File: config.mk
export PLATFORM = sky130hd
export DESIGN_NAME = ila_capture_ctrl_flat
export DESIGN_NICKNAME = d
export VERILOG_FILES = /design/src/rtl/ila_capture_ctrl_if.sv /design/src/rtl/ila_capture_ctrl.sv /design/src/flat_wrapper.sv
export SDC_FILE = /design/constraint.sdc
export NUM_CORES = 1
export LEC_CHECK = 0
export CORE_ASPECT_RATIO = 0.5
export CORE_MARGIN = 4
export CORE_UTILIZATION = 49
export DETAILED_ROUTE_END_ITERATION = 8
export MAX_ROUTING_LAYER = met4
export PLACE_DENSITY_LB_ADDON = 0.2
export SETUP_SLACK_MARGIN = 0.1
export SLEW_MARGIN = 15
export SYNTH_ARGS = -nofsm -noshare
export SYNTH_HDL_FRONTEND = slang
export SYNTH_SLANG_ARGS = --single-unit
File: constraint.sdc
create_clock -name clk -period 1.8 [get_ports clk]
set_input_delay 0.27 -clock clk [delete_from_list [all_inputs] [get_ports clk]]
set_output_delay 0.27 -clock clk [all_outputs]
set_load 0.01 [all_outputs]
File: src/rtl/ila_capture_ctrl_if.sv
// Capture-controller handshake bundle: host controls in, buffer addressing and status out.
// master = host/bench side, slave = controller side.
interface ila_capture_ctrl_if #(
  parameter int AW = 8
);
  logic          arm;
  logic          trig;
  logic          sample_en;
  logic          rd_start;
  logic          rd_ready;
  logic          wr_en;
  logic [AW-1:0] wr_addr;
  logic [AW-1:0] rd_addr;
  logic          rd_valid;
  logic [AW-1:0] trig_addr;
  logic          busy;
  logic          done;

  modport master (
    output arm, trig, sample_en, rd_start, rd_ready,
    input  wr_en, wr_addr, rd_addr, rd_valid, trig_addr, busy, done
  );

  modport slave (
    input  arm, trig, sample_en, rd_start, rd_ready,
    output wr_en, wr_addr, rd_addr, rd_valid, trig_addr, busy, done
  );
endinterface

File: src/rtl/ila_capture_ctrl.sv
// Logic-analyser capture controller: circular pre/post-trigger write addressing, then ordered readout.
// ILA_PRETRIG_FILL_EN: when defined, triggers are held off until the pre-trigger window is full.
module ila_capture_ctrl #(
  parameter int DEPTH     = 256,
  parameter int AW        = 8,
  parameter int POST_TRIG = 128
) (
  input logic              clk,
  input logic              rst,
  ila_capture_ctrl_if.slave bus
);

  typedef enum logic [2:0] {IDLE, PRE, POST, DONE, READ} state_t;

  localparam logic [AW:0] DEPTH_W = (AW+1)'(DEPTH);
  localparam logic [AW:0] POST_W  = (AW+1)'(POST_TRIG);
  localparam logic [AW:0] GATE_W  = (AW+1)'(DEPTH - POST_TRIG);
  localparam logic [AW:0] ONE_W   = (AW+1)'(1);

  state_t        state, state_nxt;
  logic [AW-1:0] wr_addr_q, rd_addr_q, trig_addr_q;
  logic [AW:0]   fill_cnt, post_cnt, rd_cnt;
  logic          gate_open, trig_ok;

`ifdef ILA_PRETRIG_FILL_EN
  assign gate_open = (fill_cnt >= GATE_W);
`else
  assign gate_open = 1'b1;
`endif

  assign trig_ok = (state == PRE) && bus.sample_en && bus.trig && gate_open;

  always_ff @(posedge clk) begin
    if (rst) state <= IDLE;
    else     state <= state_nxt;
  end

  always_comb begin
    state_nxt    = state;
    bus.wr_en    = 1'b0;
    bus.rd_valid = 1'b0;
    bus.busy     = 1'b0;
    bus.done     = 1'b0;
    case (state)
      IDLE: begin
        if (bus.arm) state_nxt = PRE;
      end
      PRE: begin
        bus.wr_en = bus.sample_en;
        bus.busy  = 1'b1;
        // The trigger sample is post-sample 1, so POST_TRIG=1 finishes on it.
        if (trig_ok) state_nxt = (POST_TRIG == 1) ? DONE : POST;
      end
      POST: begin
        bus.wr_en = bus.sample_en;
        bus.busy  = 1'b1;
        if (bus.sample_en && (post_cnt == POST_W - ONE_W)) state_nxt = DONE;
      end
      DONE: begin
        bus.done = 1'b1;
        if (bus.arm)           state_nxt = PRE;
        else if (bus.rd_start) state_nxt = READ;
      end
      READ: begin
        bus.rd_valid = 1'b1;
        bus.busy     = 1'b1;
        if (bus.rd_ready && (rd_cnt == DEPTH_W - ONE_W)) state_nxt = IDLE;
      end
      default: state_nxt = IDLE;
    endcase
  end

  always_ff @(posedge clk) begin
    if (rst) begin
      wr_addr_q   <= '0;
      rd_addr_q   <= '0;
      trig_addr_q <= '0;
      fill_cnt    <= '0;
      post_cnt    <= '0;
      rd_cnt      <= '0;
    end else begin
      case (state)
        IDLE: begin
          if (bus.arm) begin
            wr_addr_q <= '0;
            fill_cnt  <= '0;
          end
        end
        PRE: begin
          if (bus.sample_en) begin
            wr_addr_q <= wr_addr_q + 1'b1;
            if (fill_cnt != DEPTH_W) fill_cnt <= fill_cnt + ONE_W;
            if (trig_ok) begin
              trig_addr_q <= wr_addr_q;
              post_cnt    <= ONE_W;
            end
          end
        end
        POST: begin
          if (bus.sample_en) begin
            wr_addr_q <= wr_addr_q + 1'b1;
            post_cnt  <= post_cnt + ONE_W;
          end
        end
        DONE: begin
          if (bus.arm) begin
            wr_addr_q <= '0;
            fill_cnt  <= '0;
          end else if (bus.rd_start) begin
            // wr_addr points at the oldest sample once the capture has closed.
            rd_addr_q <= wr_addr_q;
            rd_cnt    <= '0;
          end
        end
        READ: begin
          if (bus.rd_ready) begin
            rd_addr_q <= rd_addr_q + 1'b1;
            rd_cnt    <= rd_cnt + ONE_W;
          end
        end
        default: ;
      endcase
    end
  end

  assign bus.wr_addr   = wr_addr_q;
  assign bus.rd_addr   = rd_addr_q;
  assign bus.trig_addr = trig_addr_q;

endmodule

File: src/flat_wrapper.sv
// flat-port wrapper written by rule: the top's interface ports become plain ports
module ila_capture_ctrl_flat 
#(
  parameter int DEPTH     = 256,
  parameter int AW        = 8,
  parameter int POST_TRIG = 128
)
  (clk, rst, bus_arm, bus_trig, bus_sample_en, bus_rd_start, bus_rd_ready, bus_wr_en, bus_wr_addr, bus_rd_addr, bus_rd_valid, bus_trig_addr, bus_busy, bus_done);
  ila_capture_ctrl_if #(.AW(AW)) bus_i ();
  input logic clk;
  input logic rst;
  input wire logic [$bits(bus_i.arm)-1:0] bus_arm;
  input wire logic [$bits(bus_i.trig)-1:0] bus_trig;
  input wire logic [$bits(bus_i.sample_en)-1:0] bus_sample_en;
  input wire logic [$bits(bus_i.rd_start)-1:0] bus_rd_start;
  input wire logic [$bits(bus_i.rd_ready)-1:0] bus_rd_ready;
  output wire logic [$bits(bus_i.wr_en)-1:0] bus_wr_en;
  output wire logic [$bits(bus_i.wr_addr)-1:0] bus_wr_addr;
  output wire logic [$bits(bus_i.rd_addr)-1:0] bus_rd_addr;
  output wire logic [$bits(bus_i.rd_valid)-1:0] bus_rd_valid;
  output wire logic [$bits(bus_i.trig_addr)-1:0] bus_trig_addr;
  output wire logic [$bits(bus_i.busy)-1:0] bus_busy;
  output wire logic [$bits(bus_i.done)-1:0] bus_done;
  assign bus_i.arm = bus_arm;
  assign bus_i.trig = bus_trig;
  assign bus_i.sample_en = bus_sample_en;
  assign bus_i.rd_start = bus_rd_start;
  assign bus_i.rd_ready = bus_rd_ready;
  assign bus_wr_en = bus_i.wr_en;
  assign bus_wr_addr = bus_i.wr_addr;
  assign bus_rd_addr = bus_i.rd_addr;
  assign bus_rd_valid = bus_i.rd_valid;
  assign bus_trig_addr = bus_i.trig_addr;
  assign bus_busy = bus_i.busy;
  assign bus_done = bus_i.done;
  ila_capture_ctrl #(.DEPTH(DEPTH), .AW(AW), .POST_TRIG(POST_TRIG)) u_core (.clk(clk), .rst(rst), .bus(bus_i));
endmodule
==> results of run 1 <==
[cell usage after synthesis, types with 4 or more instances]
cell type / count / area share (%)
nor2_1: 24 / 3.8
nand3_1: 11 / 2.3
xnor2_1: 7 / 2.6
and3_1: 4 / 1.1
dfxtp_1: 45 / 38
nand2_1: 24 / 3.8
ha_1: 5 / 2.7
nand2b_1: 8 / 2.1
a21oi_1: 18 / 3.8
o31ai_1: 5 / 1.6
or4_1: 5 / 1.6
a211oi_1: 6 / 1.9
mux2i_1: 16 / 6.8
inv_1: 8 / 1.3
nand4_1: 5 / 1.3
o21ai_0: 8 / 1.7
clkbuf_1: 7 / 1.1
a2111oi_0: 4 / 1.5
[power by group through the flow]
stage | clock network [uW] | logic (uW) | registers [uW]
final | 743 | 817 | 1100
after global routing | 804 | 876 | 1110
after CTS | 752 | 724 | 1100
after detailed placement | 0 | 700 | 1110
after global placement | 0 | 686 | 1110
after floorplan | 0 | 372 | 1090
[through the flow]
stage | power (uW) | setup TNS (ps)
floorplan | 1460 | 0
global placement | 1790 | -1160
detailed placement | 1810 | -2060
CTS | 2570 | 0
global route | 2790 | 0
finish | 2660 | 0
[flip-flops by register name, summed over array words and instances, names as in the netlist]
| signal | flops |
|---|---|
| u_core.state | 3 |
| u_core.rd_cnt | 9 |
| u_core.bus.trig_addr | 8 |
| u_core.bus.rd_addr | 8 |
| u_core.bus.wr_addr | 8 |
| u_core.post_cnt | 9 |
[cells by family after synthesis]
family / Yosys count
compound gates: 69
xor+xnor: 7
fa+ha+maj: 5
buf+inv: 21
flops: 45
mux: 17
simple gates: 105
[path summary, 6_finish.rpt]
kind                                  from                       endpoint  slack [ps]  cells after the start
max           u_core.state[0]$_SDFFE_PP0P_  u_core.rd_cnt[7]$_SDFFE_PP0P_          90                      5
min          u_core.rd_cnt[8]$_SDFFE_PP0P_  u_core.rd_cnt[8]$_SDFFE_PP0P_         480                      2
max reg2reg   u_core.state[0]$_SDFFE_PP0P_  u_core.rd_cnt[7]$_SDFFE_PP0P_          90                      5
min reg2reg  u_core.rd_cnt[8]$_SDFFE_PP0P_  u_core.rd_cnt[8]$_SDFFE_PP0P_         480                      2
[area by class of cell]
cell class | instances | area [um2]
repair buffers | 75 | 693
clock buffers | 5 | 68.8
flip-flops and latches | 45 | 917
multi-input cells | 203 | 1480
inverters | 9 | 36.3
well taps | 66 | 82.6
fillers | 339 | 1190
clock inverters | 2 | 35.0
[critical path, cell delays in order (launching register included)]
cell and delay, ps:
dfxtp_4 380, or3b_4 420, inv_4 90, a22oi_4 110
or4_1 510, a21boi_2 130
[repair_timing]
item,CTS,global route
endpoints found under the setup margin,36,38
resized for setup,19,32
hold endpoints to repair,0,0
pin swaps,1,8
buffers inserted,3,4
[layer usage]
metal | track usage, % | wire length (um) | up-vias
met2 | 33.6 | 3020 | 48
li1 | - | - | 1127
met4 | 3.87 | 39 | 0
met3 | 4.97 | 281 | 7
met1 | 28.2 | 3010 | 1132
met5 | - | 0 | -
==> results.tsv, run 1 <==
stage	metric	value	unit
clock_network	numCtsBuffers	5	
detailed_routing	ant_nets	0	
detailed_routing	num_vias	2314	
floorplan	die_y	57.0	um
clock_network	cts.path.max_buffers	2	
detailed_routing	wl_per_cell	15.7	um
synth	synth_seq_cells	45	
detailed_routing	route.detailed.drc	0	
run_status	outcome	finished, final reports clean	
placement	place_congestion	0.884	
sta	final_max_slew_viol_count	0	
clock_network	insertion_delay	300	ps
global_route	grt_pass1_vias	2094	
synth	synth_top_family_by_area	simple AND/OR/NAND/NOR gates	
synth	netlist_instances	269	
synth	synth_edf_count	0	
floorplan	dieArea	6040	um2
floorplan	die_w	106	um
synth	async_flop_share	0	%
pwr	swShare	30.2	%
synth	synth_simple_gate_area_share	23.8	%
floorplan	row_count	17	
floorplan	start_util	52.1	%
pwr	power_frac_clock	27.9	%
placement	place_ws	-278	ps
sta	setup_ws	91.9	ps
pwr	p_switching	806	uW
synth	syn_area	2350	um2
synth	ys_warn_count	0	
clock_network	cts_tree	done	
synth	syn_nets	281	
synth	ys_seq_area_share	38.3	%
floorplan	core-area	4510	um2
pwr	seqPwrFrac	41.4	%
sta	maxSlewHeadroom	66.0	%
placement	post-place-cells	391	
worst_setup_path	cp.arrival	1950	ps
worst_setup_path	cp_data_required_time	2040	ps
pwr	combPwrFrac	30.7	%
worst_setup_path	path_class	register to register	
sta	holdWs	479	ps
clock_network	cts_htree_levels	2	
detailed_routing	drt_first_pass_iters	5	
pwr	powerDensity	804	nW/um2
synth	syn_avg_cell_area	8.74	um2
final_layout	layout_commonest_cell	dfxtp_1	
clock_network	clk_pin_slew_worst_paths	80	ps
sta	hold_viol	0	
detailed_routing	vias_per_cell	5.71	
sta	fin_skew	4.30	ps
placement	place_hpwl	4.24	mm
synth	synth_fa_ha_area_share	2.66	%
clock_network	cts_hold_buf	0	
floorplan	ios	35	
final_layout	fin_nets	351	
synth	synth_compound_area_share	21.4	%
sta	fin_crit_sh	94.9	%
worst_hold_path	hold_class	register to register	
run	maxCapViolations	0	
sta	rsz0062_at_grt	yes	
global_route	grt-ovfl-total	0	
detailed_routing	drt-initial-drc-count	159	
final_layout	final_cell_mix	dfxtp_1 (38), buf_4 (35), clkdlybuf4s50_1 (30)	
global_route	grt_pass1_wl	10.1	mm
synth	synth_top_flop_cell	dfxtp_1	
placement	placed_cell_area	3010	um2
global_route	antenna_found_initial	0	
final_layout	area_delta_synth_final	41.0	%
worst_setup_path	start_kind	register	
sta	fmax	0.585	GHz
worst_setup_path	crit_path_max_fanout	8	
final_layout	fin_cells	405	
clock_network	cts-root-buf	clkbuf_8	
final_layout	antenna_cells	0	
final_layout	postLayoutCellArea	3310	um2
synth	synth-xor-area-share	2.61	%
sta	worstMarginPinSlew	507	ps
global_route	grtUsageTotal	21.2	%
placement	portBuffers	34	
global_route	grt_max_degree	28	
sta	finalSetupViolCount	0	
final_layout	final_util	73.5	%
worst_setup_path	end_kind	register	
clock_network	cts.sinks	45	
sta	min_period	1710	ps
pwr	ir_drop	0.538	mV
synth	synth_cell_types	54	
pwr	power.leakage	0.00122	uW
synth	synth.mux.area_fraction	7.29	%
pwr	p_int	1860	uW
final_layout	drive_gt1_share	26.8	%
detailed_routing	routed_wl	6.35	mm
No activity file was read; power rests on OpenSTA's default activity.
==> run 2: changes to the inputs <==
Settings changed: CTS_BUF_LIST from default to sky130_fd_sc_hd__clkbuf_16.
==> results.tsv, run 2 (synthesis results as in run 1) <==
stage	metric	value	unit	change
run_status	outcome	finished, final reports clean		unchanged
sta	fin_skew	6.46	ps	was 4.30 ps
detailed_routing	wl_met1	2.88	mm	was 3.01 mm
worst_setup_path	cp_num_buf_inv	1		unchanged
sta	fin_crit_sh	94.4	%	was 94.9%
global_route	antenna_found_initial	0		unchanged
floorplan	ios	35		unchanged
sta	maxSlewHeadroom	66.4	%	was 66.0%
pwr	power.total	2940	uW	was 2660 uW
final_layout	reg_top3	u_core.post_cnt (9), u_core.rd_cnt (9)		unchanged
worst_setup_path	start_kind	register		unchanged
sta	worstMarginPinSlew	501	ps	was 507 ps
pwr	ir_drop	0.553	mV	was 0.538 mV
clock_network	cts_tree	done		unchanged
worst_setup_path	max_stage_delay	500	ps	was 510 ps
detailed_routing	met3_length	350	um	was 281 um
worst_setup_path	rrSetupSlack	100	ps	was 90 ps
final_layout	drive_gt1_share	28.4	%	was 26.8%
detailed_routing	vias_per_cell	5.65		was 5.71
worst_hold_path	holdPathStages	2		unchanged
placement	portBuffers	34		unchanged
final_layout	area_delta_synth_final	45.3	%	was 41.0%
detailed_routing	met2_length	3.15	mm	was 3.02 mm
sta	rsz0062_at_grt	yes		unchanged
floorplan	start_util	52.1	%	unchanged
worst_hold_path	hold_class	register to register		unchanged
global_route	grt_max_degree	28		unchanged
final_layout	antenna_cells	0		unchanged
final_layout	final_cell_mix	dfxtp_1 (37), buf_4 (35), clkdlybuf4s50_1 (29)		was dfxtp_1 (38), buf_4 (35), clkdlybuf4s50_1 (30)
sta	final_max_slew_viol_count	0		unchanged
placement	place_hpwl	4.24	mm	unchanged
sta	holdWs	471	ps	was 479 ps
final_layout	fillers	324		was 339
clock_network	cts.sinks	45		unchanged
detailed_routing	top_layer	met4		unchanged
clock_network	cts-root-buf	clkbuf_16		was clkbuf_8
worst_setup_path	cp_top_family	simple AND/OR/NAND/NOR gates		unchanged
worst_setup_path	cpMaxStageDelayCell	or4_4		was or4_1
detailed_routing	routed_wl	6.44	mm	was 6.35 mm
pwr	power.leakage	0.00127	uW	was 0.00122 uW
worst_setup_path	rr_worst_depth	5		unchanged
global_route	grtUsageTotal	21.9	%	was 21.2%
detailed_routing	num_vias	2301		was 2,314
detailed_routing	drt_first_pass_iters	4		was 5
floorplan	dieArea	6040	um2	unchanged
floorplan	core-area	4510	um2	unchanged
worst_setup_path	worstReg2RegEnd	u_core.rd_cnt[7]$_SDFFE_PP0P_		unchanged
clock_network	cts_htree_levels	2		unchanged
worst_setup_path	end_kind	register		unchanged
global_route	grt_pass1_vias	2153		was 2,094
clock_network	cts.path.max_buffers	2		unchanged
detailed_routing	route.detailed.drc	0		unchanged
worst_setup_path	cp_data_required_time	2020	ps	was 2040 ps
sta	min_period	1700	ps	was 1710 ps
detailed_routing	ant_nets	0		unchanged
floorplan	row_count	17		unchanged
worst_setup_path	crit_chain	or3b_4, inv_4, a22oi_4, or4_4, a21boi_2		was or3b_4, inv_4, a22oi_4, or4_1, a21boi_2
worst_setup_path	worst-path-stages	5		unchanged
final_layout	fin_nets	353		was 351
clock_network	numCtsBuffers	5		unchanged
final_layout	layout_commonest_cell	dfxtp_1		unchanged
detailed_routing	drt-initial-drc-count	123		was 159
floorplan	die_y	57.0	um	unchanged
sta	fmax	0.589	GHz	was 0.585 GHz
placement	place_congestion	0.884		unchanged
worst_setup_path	path_class	register to register		unchanged
worst_setup_path	startpoint	u_core.state[0]$_SDFFE_PP0P_		unchanged
worst_setup_path	crit_end	u_core.rd_cnt[7]$_SDFFE_PP0P_		unchanged
global_route	grt-ovfl-total	0		unchanged
worst_setup_path	cp.arrival	1920	ps	was 1950 ps
floorplan	die_w	106	um	unchanged
detailed_routing	wl_per_cell	15.8	um	was 15.7 um
clock_network	insertion_delay	280	ps	was 300 ps
run	maxCapViolations	0		unchanged
clock_network	cts_hold_buf	0		unchanged
sta	finalSetupViolCount	0		unchanged
pwr	powerDensity	861	nW/um2	was 804 nW/um2
worst_setup_path	r2r-start	u_core.state[0]$_SDFFE_PP0P_		unchanged
sta	hold_viol	0		unchanged
global_route	grt_pass1_wl	10.4	mm	was 10.1 mm
clock_network	clk_pin_slew_worst_paths	60	ps	was 80 ps
worst_setup_path	crit_path_max_fanout	8		unchanged
## run 2: changes by cell type in the layout (fill, tap and decap cells not counted), moves of 2 or more
cell,previous run,this run
clkbuf_8,5,0
buf_6,1,3
or4_1,5,3
clkbuf_2,3,1
clkbuf_16,0,5
dfxtp_2,4,6
or4_4,0,2
## run 2: report_power, final
| part | internal (uW) | switching [uW] |
|---|---|---|
| Clock | 644 | 372 |
| Sequential | 1040 | 66.4 |
| Combinational | 418 | 399 |
| Total | 2100 | 837 |
## run 2: metrics by stage
stage          util (%)  setup WS [ps]  std cells  area, um2  setup TNS [ps]
6_report           75.7            101        407       3420               0
4_1_cts            71.3           72.3        400       3210               0
3_3_place_gp       66.8           -215        391       3010           -1160
5_1_grt            75.7           49.6        407       3420               0
3_5_place_dp       66.8           -278        391       3010           -2060
2_1_floorplan         -            101        269       2360               0
## run 2: layout make-up
| type | count | area (um2) | share of cell area (%) |
|---|---|---|---|
| Sequential cell | 45 | 916 | 26.8 |
| Clock inverter | 2 | 35.0 | 1.03 |
| Timing Repair Buffer | 77 | 719 | 21.1 |
| Inverter | 9 | 36.3 | 1.06 |
| Multi-Input combinational cell | 203 | 1500 | 44.0 |
| Clock buffer | 5 | 125 | 3.66 |
| Tap cell | 66 | 82.6 | 2.42 |
## run 2: layer usage
layer,vias to the layer above,global-route usage (%)
met4,0,4.98
met2,64,35.2
met3,9,5.20
li1,1132,-
met5,-,-
met1,1096,28.4
## run 2: timing repair
action	4_1_cts	5_1_grt
hold endpoints to repair	0	0
setup buffers	2	7
resized for setup	15	40
pin swaps	1	10
gates cloned	0	0
endpoints found under the setup margin	36	35
## run 2: worst min-delay path by stage
stage / from / endpoint / slack (ps)
floorplan: u_core.rd_cnt[8]$_SDFFE_PP0P_ / u_core.rd_cnt[8]$_SDFFE_PP0P_ / 430
global placement: u_core.rd_cnt[8]$_SDFFE_PP0P_ / u_core.rd_cnt[8]$_SDFFE_PP0P_ / 440
detailed placement: u_core.rd_cnt[8]$_SDFFE_PP0P_ / u_core.rd_cnt[8]$_SDFFE_PP0P_ / 460
CTS: u_core.rd_cnt[8]$_SDFFE_PP0P_ / u_core.rd_cnt[8]$_SDFFE_PP0P_ / 470
global route: u_core.rd_cnt[8]$_SDFFE_PP0P_ / u_core.rd_cnt[8]$_SDFFE_PP0P_ / 480
finish: u_core.rd_cnt[8]$_SDFFE_PP0P_ / u_core.rd_cnt[8]$_SDFFE_PP0P_ / 470
## run 2: worst register-to-register path, delay by kind of cell, from the launching register on
kind                   cells  cell delay [ps]
buffers and inverters      1               90
AO/OA/AOI/OAI              2              250
AND/OR/NAND/NOR            2              920
flip-flops                 1              370
==> run 3: changes to the inputs <==
Settings changed: CORE_UTILIZATION 49 to 54.
Clock period 1.8 ns to 1.7 ns, I/O delays scaled along.
==> results.tsv, run 3 (synthesis results as in run 1) <==
stage	metric	value	unit	change
run_status	outcome	complete, but fails checks		was finished, final reports clean
run_status	violations	negative setup slack		
final_layout	fin_cells	412		was 407
global_route	grt_pass1_vias	2381		was 2,153
sta	fin_crit_sh	110	%	was 94.4%
run	maxCapViolations	0		unchanged
pwr	power.leakage	0.00140	uW	was 0.00127 uW
global_route	use_met3	4.83	%	was 5.20%
sta	maxSlewHeadroom	66.4	%	about the same
floorplan	core-area	4040	um2	was 4510 um2
worst_setup_path	end_kind	register		unchanged
clock_network	clk_pin_slew_worst_paths	60	ps	about the same
final_layout	drive_gt1_share	38.3	%	was 28.4%
final_layout	antenna_cells	0		unchanged
worst_setup_path	cp_num_buf_inv	2		was 1
placement	place_ws	-344	ps	was -278 ps
clock_network	cts.sinks	45		unchanged
clock_network	cts_tree	done		unchanged
final_layout	fin_nets	369		was 353
detailed_routing	route.detailed.drc	0		unchanged
global_route	grt-ovfl-total	0		unchanged
clock_network	insertion_delay	290	ps	was 280 ps
detailed_routing	wl_per_cell	23.4	um	was 15.8 um
worst_setup_path	crit_path_max_fanout	9		was 8
floorplan	dieArea	5540	um2	was 6040 um2
final_layout	layout_commonest_cell	buf_4		was dfxtp_1
final_layout	final_util	90.8	%	was 75.7%
clock_network	cts_htree_levels	2		unchanged
floorplan	die_w	101	um	was 106 um
detailed_routing	drt_first_pass_iters	5		was 4
sta	finalSetupViolCount	9		was 0
clock_network	numCtsBuffers	5		unchanged
worst_setup_path	max_stage_delay	420	ps	was 500 ps
clock_network	cts-root-buf	clkbuf_16		unchanged
worst_setup_path	start_kind	register		unchanged
sta	tns	-342	ps	was 0 ps
pwr	ir_drop	0.520	mV	was 0.553 mV
global_route	grt_pass1_wl	11.9	mm	was 10.4 mm
global_route	grt_max_degree	28		unchanged
clock_network	cts.path.max_buffers	2		unchanged
floorplan	die_y	54.7	um	was 57.0 um
detailed_routing	num_vias	2770		was 2,301
floorplan	start_util	58.1	%	was 52.1%
detailed_routing	drt-initial-drc-count	299		was 123
placement	post-place-cells	385		was 391
sta	setup_ws	-167	ps	was 101 ps
worst_setup_path	rrSetupSlack	-170	ps	was 100 ps
final_layout	reg_top3	u_core.post_cnt (9), u_core.rd_cnt (9)		unchanged
sta	final_max_slew_viol_count	0		unchanged
pwr	powerDensity	893	nW/um2	was 861 nW/um2
worst_setup_path	cp_top_family	simple AND/OR/NAND/NOR gates		unchanged
global_route	antenna_found_initial	0		unchanged
placement	portBuffers	34		unchanged
worst_setup_path	cpMaxStageDelayCell	dfxtp_4		was or4_4
final_layout	area_delta_synth_final	56.1	%	was 45.3%
worst_hold_path	hold_class	register to register		unchanged
sta	worstMarginPinSlew	501	ps	about the same
placement	place_congestion	0.874		was 0.884
worst_setup_path	path_class	register to register		unchanged
worst_setup_path	cp_data_required_time	1870	ps	was 2020 ps
floorplan	ios	35		unchanged
sta	min_period	1870	ps	was 1700 ps
global_route	grt.busiest_layer	met2		unchanged
global_route	grtUsageMet1	34.7	%	was 28.4%
clock_network	cts_hold_buf	0		unchanged
sta	fmax	0.536	GHz	was 0.589 GHz
detailed_routing	ant_nets	0		unchanged
worst_setup_path	cp.arrival	2040	ps	was 1920 ps
final_layout	fillers	151		was 324
floorplan	row_count	16		was 17
placement	place_hpwl	4.39	mm	was 4.24 mm
detailed_routing	routed_wl	9.64	mm	was 6.44 mm
global_route	grt.met2_usage	50.2	%	was 35.2%
sta	fin_skew	3.47	ps	was 6.46 ps
sta	holdWs	465	ps	was 471 ps
detailed_routing	vias_per_cell	6.72		was 5.65
global_route	grtUsageTotal	28.6	%	was 21.9%
final_layout	final_cell_mix	buf_4 (45), dfxtp_1 (29), clkdlybuf4s50_1 (27)		was dfxtp_1 (37), buf_4 (35), clkdlybuf4s50_1 (29)
sta	hold_viol	0		unchanged
sta	rsz0062_at_grt	yes		unchanged
worst_setup_path	crit_chain	or3b_4, buf_6, nor2_4, buf_12, mux2i_2, nor2_1		was or3b_4, inv_4, a22oi_4, or4_4, a21boi_2
run 3: repair_timing:
action                     4_1_cts  5_1_grt
buffers inserted                 5       13
pin swaps                       11       25
setup endpoints to repair       41       47
resized for setup               46       58
gates cloned                     1        0
run 3: worst min-delay path, cell delays in order, from the launching register on:
cell and delay, ps:
dfxtp_1 310, nand2_1 60, a21oi_1 50
run 3: cell type report:
cell class	count	area, um2	area share [%]
multi-input cells	204	1660	45.3
flip-flops and latches	45	928	25.3
repair buffers	92	833	22.7
clock buffers	5	125	3.41
well taps	54	67.6	1.84
inverters	9	38.8	1.06
clock inverters	3	13.8	0.375
run 3: per-stage QoR:
step                      power (uW)  cell area [um2]
after floorplan                 1560             2380
after global placement          1940             3030
after detailed placement        1960             3030
after CTS                       2990             3360
after global routing            3350             3670
final                           3280             3670
run 3: per-layer routing:
metal / wire, um / share of wire [%]
met1: 3710 / 39
met2: 4520 / 47
met3: 873 / 9.1
met4: 527 / 5.5
met5: 0 / 0
run 3: where the power goes:
group	total, uW	switching (uW)	internal, uW
Sequential	1190	91.4	1100
Clock	952	417	535
Combinational	1130	575	556
Total	3280	1080	2190
run 3: path summary, 6_finish.rpt:
kind                                  from                                   end  cells past startpoint
max           u_core.state[0]$_SDFFE_PP0P_  u_core.bus.trig_addr[0]$_SDFFE_PP0P_                      6
min          u_core.rd_cnt[8]$_SDFFE_PP0P_         u_core.rd_cnt[8]$_SDFFE_PP0P_                      2
max reg2reg   u_core.state[0]$_SDFFE_PP0P_  u_core.bus.trig_addr[0]$_SDFFE_PP0P_                      6
min reg2reg  u_core.rd_cnt[8]$_SDFFE_PP0P_         u_core.rd_cnt[8]$_SDFFE_PP0P_                      2
